## config.mk

```make
export PLATFORM = sky130hd
export DESIGN_NAME = sba_rom_bridge
export DESIGN_NICKNAME = d
export VERILOG_FILES = /design/src/rtl/sba_rom_pkg.sv /design/src/rtl/addr_decode.sv /design/src/rtl/sba_rom_bridge.sv
export SDC_FILE = /design/constraint.sdc
export NUM_CORES = 1
export LEC_CHECK = 0
export ABC_AREA = 1
export BUFFER_PORTS_ARGS = -buffer_cell sky130_fd_sc_hd__buf_2
export CAP_MARGIN = 20
export CORE_ASPECT_RATIO = 0.6
export CORE_UTILIZATION = 41
export DETAILED_ROUTE_END_ITERATION = 6
export PLACE_DENSITY = 0.78
export SKIP_LAST_GASP = 1
export SLEW_MARGIN = 20
export SYNTH_ARGS = -nofsm -noshare
export SYNTH_HDL_FRONTEND = slang
export SYNTH_SLANG_ARGS = --single-unit
```

## constraint.sdc

```tcl
create_clock -name clk_i -period 1.3 [get_ports clk_i]
set_input_delay 0.195 -clock clk_i [delete_from_list [all_inputs] [get_ports clk_i]]
set_output_delay 0.195 -clock clk_i [all_outputs]
set_load 0.05 [all_outputs]
```

## src/rtl/sba_rom_pkg.sv

```systemverilog
// Shared types for the SBA-to-ROM bridge: address-map rule layout and the
// default two-ROM map.
package sba_rom_pkg;

    localparam int unsigned RuleAddrWidth = 64;

    typedef struct packed {
        logic [31:0]              idx;
        logic [RuleAddrWidth-1:0] start_addr;
        logic [RuleAddrWidth-1:0] end_addr;
    } addr_rule_t;

    // end_addr is exclusive (base + size)
    localparam addr_rule_t [1:0] DefaultRomRules = '{
        '{idx: 32'd1, start_addr: 64'h0000_0000_0001_0000, end_addr: 64'h0000_0000_0001_1000},
        '{idx: 32'd0, start_addr: 64'h0000_0000_0000_0000, end_addr: 64'h0000_0000_0000_4000}
    };

endpackage

```

## src/rtl/addr_decode.sv

```systemverilog
// Address-map decoder: maps an address to the index of the rule whose
// [start_addr, end_addr) range contains it; the lowest rule index wins.
module addr_decode #(
    parameter int unsigned NoIndices = 2,
    parameter int unsigned NoRules   = 1,
    parameter type         addr_t    = logic,
    parameter type         rule_t    = logic,
    parameter int unsigned IdxWidth  = (NoIndices > 1) ? $clog2(NoIndices) : 1
) (
    input  addr_t               addr_i,
    input  rule_t               addr_map_i [NoRules],
    output logic [IdxWidth-1:0] idx_o,
    output logic                dec_valid_o,
    output logic                dec_error_o,
    input  logic                en_default_idx_i,
    input  logic [IdxWidth-1:0] default_idx_i
);

    always_comb begin
        idx_o       = en_default_idx_i ? default_idx_i : '0;
        dec_valid_o = 1'b0;
        dec_error_o = ~en_default_idx_i;
        // Walk downwards so a lower-indexed match overrides a higher one
        for (int i = NoRules - 1; i >= 0; i--) begin
            if (addr_i >= addr_map_i[i].start_addr && addr_i < addr_map_i[i].end_addr) begin
                idx_o       = IdxWidth'(addr_map_i[i].idx);
                dec_valid_o = 1'b1;
                dec_error_o = 1'b0;
            end
        end
    end

endmodule

```

## src/rtl/sba_rom_bridge.sv

```systemverilog
// SBA slave that serves reads from narrow ROMs, one ROM word per enabled lane.
//   state | meaning
//   IDLE  | waiting for a request, grant is combinational
//   ISSUE | one-cycle rom_req for the lowest pending lane
//   WAIT  | counting down ROM latency, sample into lane on terminal count
//   RESP  | rvalid with assembled lanes, err=0
//   ERR   | rvalid with rdata=0 (write, decode miss or empty byte enables)
module sba_rom_bridge
    import sba_rom_pkg::*;
#(
    parameter int unsigned                BusWidth     = 64,
    parameter int unsigned                RomDataWidth = 32,
    parameter int unsigned                RomAddrWidth = 16,
    parameter int unsigned                NumRoms      = 2,
    parameter addr_rule_t [NumRoms-1:0]   RomRules     = DefaultRomRules,
    parameter int unsigned                RomLatency   = 1
) (
    input  logic                                  clk_i,
    input  logic                                  rst_ni,
    input  logic                                  sba_req_i,
    input  logic                                  sba_we_i,
    input  logic [BusWidth-1:0]                   sba_addr_i,
    input  logic [BusWidth/8-1:0]                 sba_be_i,
    input  logic [BusWidth-1:0]                   sba_wdata_i,
    output logic                                  sba_gnt_o,
    output logic                                  sba_rvalid_o,
    output logic [BusWidth-1:0]                   sba_rdata_o,
    output logic                                  sba_err_o,
    output logic [NumRoms-1:0]                    rom_req_o,
    output logic [RomAddrWidth-1:0]               rom_addr_o,
    input  logic [NumRoms-1:0][RomDataWidth-1:0]  rom_rdata_i
);

    localparam int unsigned BeWidth    = BusWidth / 8;
    localparam int unsigned Ratio      = BusWidth / RomDataWidth;
    localparam int unsigned LaneBytes  = RomDataWidth / 8;
    localparam int unsigned OffShift   = $clog2(BeWidth);
    localparam int unsigned RatioShift = $clog2(Ratio);
    localparam int unsigned LaneW      = (Ratio > 1) ? $clog2(Ratio) : 1;
    localparam int unsigned IdxW       = (NumRoms > 1) ? $clog2(NumRoms) : 1;
    localparam int unsigned CntW       = (RomLatency > 1) ? $clog2(RomLatency) : 1;

    if (BusWidth % RomDataWidth != 0) begin : g_err_width
        $error("BusWidth must be a multiple of RomDataWidth");
    end
    if (Ratio == 0 || (Ratio & (Ratio - 1)) != 0) begin : g_err_ratio
        $error("BusWidth/RomDataWidth must be a power of two");
    end
    if (RomLatency < 1) begin : g_err_lat
        $error("RomLatency must be at least 1");
    end
    for (genvar i = 0; i < NumRoms; i++) begin : g_chk_i
        for (genvar j = i + 1; j < NumRoms; j++) begin : g_chk_j
            if (RomRules[i].start_addr < RomRules[j].end_addr &&
                RomRules[j].start_addr < RomRules[i].end_addr) begin : g_err_ovl
                $error("RomRules entries overlap");
            end
        end
    end

    typedef enum logic [2:0] {IDLE, ISSUE, WAIT, RESP, ERR} state_e;

    state_e                               state_q, state_d;
    logic [IdxW-1:0]                      hit_idx_q;
    logic [RomAddrWidth-1:0]              word_base_q;
    logic [RomAddrWidth-1:0]              rom_addr_q;
    logic [Ratio-1:0]                     lane_pend_q;
    logic [Ratio-1:0][RomDataWidth-1:0]   lane_buf_q;
    logic [CntW-1:0]                      cnt_q;
    logic                                 resp_err_q;

    addr_rule_t                           rom_map [NumRoms];
    logic [IdxW-1:0]                      dec_idx;
    logic                                 dec_valid, dec_error, dec_hit;
    logic [BusWidth-1:0]                  dec_base;
    logic [RomAddrWidth-1:0]              word_base_d;
    logic [Ratio-1:0]                     be_lanes;
    logic [LaneW-1:0]                     cur_lane;
    logic [RomAddrWidth-1:0]              rom_addr_calc;
    logic                                 grant;
    logic                                 unused_wdata;

    assign unused_wdata = ^sba_wdata_i;

    for (genvar g = 0; g < NumRoms; g++) begin : g_map
        assign rom_map[g] = RomRules[g];
    end

    addr_decode #(
        .NoIndices (NumRoms),
        .NoRules   (NumRoms),
        .addr_t    (logic [BusWidth-1:0]),
        .rule_t    (addr_rule_t)
    ) u_addr_decode (
        .addr_i           (sba_addr_i),
        .addr_map_i       (rom_map),
        .idx_o            (dec_idx),
        .dec_valid_o      (dec_valid),
        .dec_error_o      (dec_error),
        .en_default_idx_i (1'b0),
        .default_idx_i    ('0)
    );

    assign dec_hit = dec_valid & ~dec_error;

    always_comb begin
        dec_base = '0;
        for (int i = 0; i < NumRoms; i++) begin
            if (dec_idx == IdxW'(i)) dec_base = RomRules[i].start_addr[BusWidth-1:0];
        end
        for (int l = 0; l < Ratio; l++) begin
            be_lanes[l] = |sba_be_i[l*LaneBytes +: LaneBytes];
        end
        // Lowest pending lane is both the one being issued and the one sampled
        cur_lane = '0;
        for (int l = Ratio - 1; l >= 0; l--) begin
            if (lane_pend_q[l]) cur_lane = LaneW'(l);
        end
    end

    assign word_base_d   = RomAddrWidth'(((sba_addr_i - dec_base) >> OffShift) << RatioShift);
    assign rom_addr_calc = word_base_q + RomAddrWidth'(cur_lane);
    assign grant         = sba_req_i & (state_q == IDLE) & rst_ni;

    always_comb begin
        state_d      = state_q;
        sba_gnt_o    = grant;
        sba_rvalid_o = 1'b0;
        sba_err_o    = 1'b0;
        sba_rdata_o  = '0;
        rom_req_o    = '0;
        rom_addr_o   = rom_addr_q;
        unique case (state_q)
            IDLE: begin
                if (sba_req_i) begin
                    if (sba_we_i || !dec_hit || be_lanes == '0) state_d = ERR;
                    else                                        state_d = ISSUE;
                end
            end
            ISSUE: begin
                rom_req_o  = NumRoms'(1) << hit_idx_q;
                rom_addr_o = rom_addr_calc;
                state_d    = WAIT;
            end
            WAIT: begin
                if (cnt_q == '0) begin
                    if ((lane_pend_q & ~(Ratio'(1) << cur_lane)) != '0) state_d = ISSUE;
                    else                                                  state_d = RESP;
                end
            end
            RESP: begin
                sba_rvalid_o = 1'b1;
                sba_rdata_o  = lane_buf_q;
                state_d      = IDLE;
            end
            ERR: begin
                sba_rvalid_o = 1'b1;
                sba_err_o    = resp_err_q;
                state_d      = IDLE;
            end
            default: state_d = IDLE;
        endcase
    end

    always_ff @(posedge clk_i or negedge rst_ni) begin
        if (!rst_ni) begin
            state_q     <= IDLE;
            hit_idx_q   <= '0;
            word_base_q <= '0;
            rom_addr_q  <= '0;
            lane_pend_q <= '0;
            lane_buf_q  <= '0;
            cnt_q       <= '0;
            resp_err_q  <= 1'b0;
        end else begin
            state_q <= state_d;
            if (grant) begin
                hit_idx_q   <= dec_idx;
                word_base_q <= word_base_d;
                lane_pend_q <= be_lanes;
                lane_buf_q  <= '0;
                resp_err_q  <= sba_we_i | ~dec_hit;
            end
            if (state_q == ISSUE) begin
                cnt_q      <= CntW'(RomLatency - 1);
                rom_addr_q <= rom_addr_calc;
            end
            if (state_q == WAIT) begin
                if (cnt_q != '0) begin
                    cnt_q <= cnt_q - 1'b1;
                end else begin
                    lane_buf_q[cur_lane]  <= rom_rdata_i[hit_idx_q];
                    lane_pend_q[cur_lane] <= 1'b0;
                end
            end
        end
    end

endmodule

```

==> summary.md, run 1 <==
| Metric | Value |
|---|---|
| Congestion Overflow GR | `0` |
| Die Y | `89.2 um` |
| Die area | `13,100 um2` |
| Ports | `289` |
| First-pass GRT wire length | `25.2 mm` |
| Number of buffers created by CTS | `9` |
| Final core occ | `70.1%` |
| Critical path origin | `state_q[2]` |
| Ys Warns | `0` |
| Worst slew margin | `63.5%` |
| Top post-synthesis cells by area | `dfrtp_1, nand2_1, inv_1, nor2_1, o31ai_1` |
| Chip width | `147 um` |
| Arr. time, crit path | `1630 ps` |
| Leading area contributor after synthesis | `dfrtp_1` |
| Crit path required time | `1110 ps` |
| Reg-to-reg slack, setup | `-360 ps` |
| CP cell instances | `nand3b_1, buf_6, buf_16, nor2_2, buf_6` |
| Seq. cell area | `2580 um2` |
| Failing checks | `negative setup slack` |
| Via count | `5,328` |
| Setup crit end | `sba_rdata_o[29]` |
| Commonest non-fill, non-tap cell in the layout | `nand2_1` |
| Max Clock Skew | `8.37 ps` |
| Site Rows | `31` |
| CTS H-Tree Depth | `3` |
| RSZ-0062 raised after global routing | `yes` |
| Reg2Reg Launch Point | `state_q[2]` |
| Clk sinks | `103` |
| Crit. End Element | `primary output` |
| Part of the Yosys area used for sequential elements | `49.6%` |
| Max Slew Vio Count | `0` |
| Port-buffer cells | `221` |
| Final min period | `1830 ps` |
| Most frequent cells in the layout | `nand2_1, buf_2, inv_1` |
| Syn Area/Cell | `7.47 um2` |
| Placed Cells incl. Taps | `1,090` |
| Setup slack at placement | `-256 ps` |
| Worst Slack Setup Final | `-525 ps` |
| Initial Utilization | `42.5%` |
| Hold crit path type | `in2reg` |
| Final hold vios | `0` |
| Placer Congestion | `0.830` |
| Skew-Pair Late Insertion Delay | `340 ps` |
| Clk Tree Root Cell | `clkbuf_16` |
| Synthesis-to-finish area growth | `64.8%` |
| Detailed-route DRC error count | `0` |
| WS Path Type | `reg2out` |
| Tightest Pin Transition | `548 ps` |
| Unique masters post-synth | `29` |
| Total Power | `7190 uW` |
| Pwr dens | `840 nW/um2` |
| Antenna diodes | `0` |
| Multi-input gate area | `2420 um2` |
| Mapped Cells | `696` |
| CP peak stage delay | `430 ps` |
| RR Endpoint | `lane_buf_q[14]` |
| Vias in the first global route | `5,063` |
| Crit-path max FO | `9` |
| Achievable Freq | `548 MHz` |
| Core ar. | `12,200 um2` |
| Synth top area share | `49.6%` |
| TritonRoute pass-1 iters | `5` |
| Fin cells | `1,129` |
| Cell leakage power | `0.00429 uW` |
| Most common cell on crit path | `buf_6` |
| Clock slew at reported path FFs | `70 ps` |
| Setup violators final | `168` |
| Max VDD drop | `818 uV` |
| DRT antenna net count | `0` |
| All-Layer GR Usage | `24.6%` |
| Mapped Area | `5200 um2` |
| Hold Crit Depth | `3` |
| Fin nets | `1,165` |
| CTS tree | `done` |
| Average wire per standard cell | `14.9 um` |
| DRT Wirelength | `16.8 mm` |
| Pin count of the biggest net entering global routing | `104` |
| Status | `finished with violations` |
| Max Root-Sink Buffers | `2` |
| Period utilization | `140%` |
| Dpl hpwl | `10.6 mm` |
| Initial antenna violation count | `0` |
| CP max-delay cell | `dfrtp_1` |
| Fill cells | `945` |
| Post-Syn Nets | `901` |
| Layout cells sized above 1 | `42.0%` |
| Max-Cap Viols | `0` |
| FF-to-FF path depth | `8` |
| Initial DRC count | `284` |
| Via-to-Cell Ratio | `4.72` |
| Seq cells post-synth | `103` |
| Startpoint Class | `flop` |
## flip-flops by register name, summed over array words and instances, names as in the netlist
register / flops
cnt_q: 1
hit_idx_q: 1
lane_buf_q: 64
lane_pend_q: 2
resp_err_q: 1
rom_addr_q: 16
state_q: 3
word_base_q: 15
## cell families after synthesis
logic type,share of synthesized area [%]
AOI/OAI and AO/OA,10.2
xor gates and xnor gates,0.169
adders and majority gates,0.241
buffers and inverters,13.0
DFF,49.6
and+or+nand+nor,26.9
## per-stage QoR
stage                     TNS (ps)  cell area [um2]  hold slack [ps]
after floorplan             -18890             5600             -101
after global placement      -26950             7150              333
after detailed placement    -31700             7150              336
after CTS                   -63130             8230             44.5
after global routing        -76320             8560             40.4
final                       -63820             8560             50.9
## worst min-delay path by stage
| stage | from | slack [ps] | endpoint |
|---|---|---|---|
| 2_1_floorplan | rst_ni | -100 | cnt_q |
| 6_report | sba_addr_i[11] | 50 | word_base_q[9] |
| 3_5_place_dp | rst_ni | 340 | lane_buf_q[56] |
| 3_3_place_gp | rst_ni | 330 | rom_addr_q[10] |
| 5_1_grt | sba_addr_i[8] | 40 | word_base_q[6] |
| 4_1_cts | sba_addr_i[11] | 40 | word_base_q[9] |
## layout make-up
cell class,count,area share [%]
inverter,120,5.32
clock inverter,5,1.26
timing repair buffer,289,29.9
sequential,103,30.1
clock buffer,10,2.67
tap,165,2.41
multi-input combinational,437,28.3
## timing repair
action                                  4_1_cts  5_1_grt
pin swaps                                     4        6
hold endpoints to repair                     74        0
cloned                                        7        7
buffers inserted                              6        3
gates resized for setup                     162       33
hold buffers                                  1        0
endpoints found under the setup margin      168      171
## worst max-delay path: cells and delay by family (launching register included)
kind	cells	cell delay, ps
AND/OR/NAND/NOR	2	330
flip-flops	1	430
buffers and inverters	3	530
## power breakdown
part | total, uW | leakage [uW] | internal, uW | switching, uW
combinational | 812 | 0.00273 | 393 | 419
sequential | 3340 | 0.00140 | 3290 | 46.8
clock | 3040 | 0.000163 | 1880 | 1160
total | 7190 | 0.00429 | 5560 | 1630
## routing by layer
layer	up-vias	share of wire, %	track usage (%)
met5	-	0	0
met4	0	1.1	4.03
met2	210	46	41.3
li1	2657	-	-
met1	2444	47	33.2
met3	17	6.3	5.82
## Yosys cell counts (all sizes together)
cell and number:
a21oi 3, buf 32, clkbuf 4, clkinv 1, dfrtp 103, ha 1
inv 119, nand2 233, nand3 7, nand3b 1, nand4 2, nor2 108
nor3 2, nor4 1, o21ai 12, o22ai 34, o31ai 32, xor2 1
(Power assumes the default switching activity.)
==> run 2, diff against run 1 <==
--- a/config.mk
+++ b/config.mk
@@ -12,6 +12,7 @@
 export CORE_UTILIZATION = 41
 export DETAILED_ROUTE_END_ITERATION = 6
 export PLACE_DENSITY = 0.78
+export REMOVE_ABC_BUFFERS = 1
 export SKIP_LAST_GASP = 1
 export SLEW_MARGIN = 20
 export SYNTH_ARGS = -nofsm -noshare
==> summary.md, run 2 (same netlist as run 1, synthesis figures left out) <==
| Metric | Value |
|---|---|
| Status | `finished with violations` |
| Reg-to-reg slack, setup | `-510 ps (-150 ps)` |
| Congestion Overflow GR | `0 (unchanged)` |
| Die area | `13,100 um2 (unchanged)` |
| Core ar. | `12,200 um2 (unchanged)` |
| Port-buffer cells | `221 (unchanged)` |
| Period utilization | `145% (+4.3 points)` |
| Hold crit path type | `in2reg` |
| Max reg flops | `64 (unchanged)` |
| Max Root-Sink Buffers | `2 (unchanged)` |
| DRT Wirelength | `18.8 mm (+12%)` |
| Initial antenna violation count | `1 (+1)` |
| Most frequent cells in the layout | `nand2_1, buf_2, inv_1` |
| First-pass GRT wire length | `24.2 mm (-4.2%)` |
| Critical path origin | `state_q[2]` |
| Commonest non-fill, non-tap cell in the layout | `nand2_1` |
| Crit path required time | `1110 ps (about the same)` |
| Final hold slack | `53.4 ps (+2.55 ps)` |
| Crit-path max FO | `21 (+12)` |
| Clk sinks | `103 (unchanged)` |
| Synthesis-to-finish area growth | `71.4%` |
| Max-Cap Viols | `0 (unchanged)` |
| WS Path Type | `reg2out` |
| Achievable Freq | `532 MHz (-3.0%)` |
| Initial Utilization | `42.5% (unchanged)` |
| Reg2Reg Launch Point | `state_q[2]` |
| Setup slack at placement | `-322 ps (-65.7 ps)` |
| Post-DP Area | `6720 um2 (-6.0%)` |
| Setup violators final | `175 (+4.2%)` |
| Chip width | `147 um (unchanged)` |
| Startpoint Class | `flop` |
| Ports | `289 (unchanged)` |
| Antenna diodes | `0 (unchanged)` |
| Tightest Pin Transition | `582 ps (+34.6 ps)` |
| Die Y | `89.2 um (unchanged)` |
| Cell leakage power | `0.00439 uW (+2.4%)` |
| Via-to-Cell Ratio | `4.90 (+3.9%)` |
| Fin nets | `1,177 (+1.0%)` |
| Max Slew Vio Count | `0 (unchanged)` |
| Detailed-route DRC error count | `0 (unchanged)` |
| Failing checks | `negative setup slack` |
| Worst slew margin | `61.2% (-2.3 points)` |
| HP Start | `sba_addr_i[9]` |
| Pin count of the biggest net entering global routing | `104 (unchanged)` |
| Initial DRC count | `305 (+7.4%)` |
| Hold Crit Depth | `3 (unchanged)` |
| Site Rows | `31 (unchanged)` |
| Crit. End Element | `primary output` |
| Placer Congestion | `0.801 (-3.4%)` |
| CTS tree | `done` |
| Clock slew at reported path FFs | `70 ps (about the same)` |
| FF-to-FF path depth | `12 (+4)` |
| Top Registers | `lane_buf_q (64), rom_addr_q (16), word_base_q (15)` |
| Final hold vios | `0 (unchanged)` |
| DRT antenna net count | `0 (unchanged)` |
| Via count | `5,601 (+5.1%)` |
| Total Power | `6730 uW (-6.3%)` |
| All-Layer GR Usage | `23.8% (-0.74 points)` |
| Dpl hpwl | `10.7 mm (+1.1%)` |
| Layout cells sized above 1 | `43.2% (+1.2 points)` |
| Max Clock Skew | `9.86 ps (+1.49 ps)` |
| Average wire per standard cell | `16.4 um (+11%)` |
| Vias in the first global route | `4,880 (-3.6%)` |
| Number of buffers created by CTS | `9 (unchanged)` |
| Worst Slack Setup Final | `-581 ps (-55.8 ps)` |
| Max VDD drop | `627 uV (-23%)` |
| Arr. time, crit path | `1690 ps (+60 ps)` |
| Clk Tree Root Cell | `clkbuf_16` |
| Fill cells | `866 (-8.4%)` |
| Top reg by flops | `lane_buf_q` |
| RSZ-0062 raised after global routing | `yes` |
| TritonRoute pass-1 iters | `5 (unchanged)` |
| Final min period | `1880 ps (+55.8 ps)` |
| Final instance area | `8910 um2 (+4.0%)` |
| Pwr dens | `756 nW/um2 (-10%)` |
| Final core occ | `72.9% (+2.8 points)` |
| Skew-Pair Late Insertion Delay | `340 ps (about the same)` |
| CTS H-Tree Depth | `3 (unchanged)` |
## run 2: changes by cell type in the layout (fill, tap and decap cells not counted), moves of 6 or more
cell / previous run / this run
buf_4: 57 / 28
clkbuf_16: 15 / 21
buf_6: 63 / 86
nand2_2: 17 / 4
nand2_4: 3 / 16
buf_8: 2 / 19
## run 2: where the power goes
| part | leakage (uW) | total [uW] | switching, uW | internal (uW) |
|---|---|---|---|---|
| logic | 0.00286 | 830 | 442 | 388 |
| clock network | 0.000130 | 2560 | 1240 | 1330 |
| registers | 0.00140 | 3340 | 50.1 | 3290 |
## run 2: area by class of cell
type,instances,area [um2],share of cell area [%]
repair buffers,301,2870,32.2
clock buffers,10,229,2.57
well taps,165,206,2.32
multi-input cells,437,2520,28.3
flip-flops and latches,103,2580,29.0
inverters,120,460,5.17
clock inverters,6,50.0,0.562
## run 2: per-stage QoR
step	std cells	setup TNS, ps
floorplan	660	-248420
global placement	1084	-32320
detailed placement	1084	-36120
CTS	1110	-74340
global route	1142	-85230
finish	1142	-73340
## run 2: worst max-delay path: stages (launching register included)
cell and delay (ps):
dfrtp_2 440, nand3b_1 200, buf_6 170, buf_16 190, nor2_2 150, buf_6 180
## run 2: path summary, 6_finish.rpt
check                                  end
max in group asynchronous       state_q[2]
min                         word_base_q[7]
max reg2reg                 lane_buf_q[36]
max                        sba_rdata_o[42]
min reg2reg                 word_base_q[7]
min in group asynchronous    rom_addr_q[1]
## run 2: repair_timing
item,CTS,global route
buffers inserted,8,16
pin swaps,4,17
cloned,2,18
endpoints found under the setup margin,169,176
resized for setup,190,201
endpoints found under the hold margin,83,0
hold buffers,1,0
## run 2: routing by layer
metal / track usage (%) / vias to the layer above / wire, um
li1: - / 2683 / -
met1: 31.4 / 2629 / 8070
met2: 42.1 / 259 / 9200
met3: 4.18 / 28 / 1240
met4: 4.59 / 2 / 259
met5: 0 / - / 12
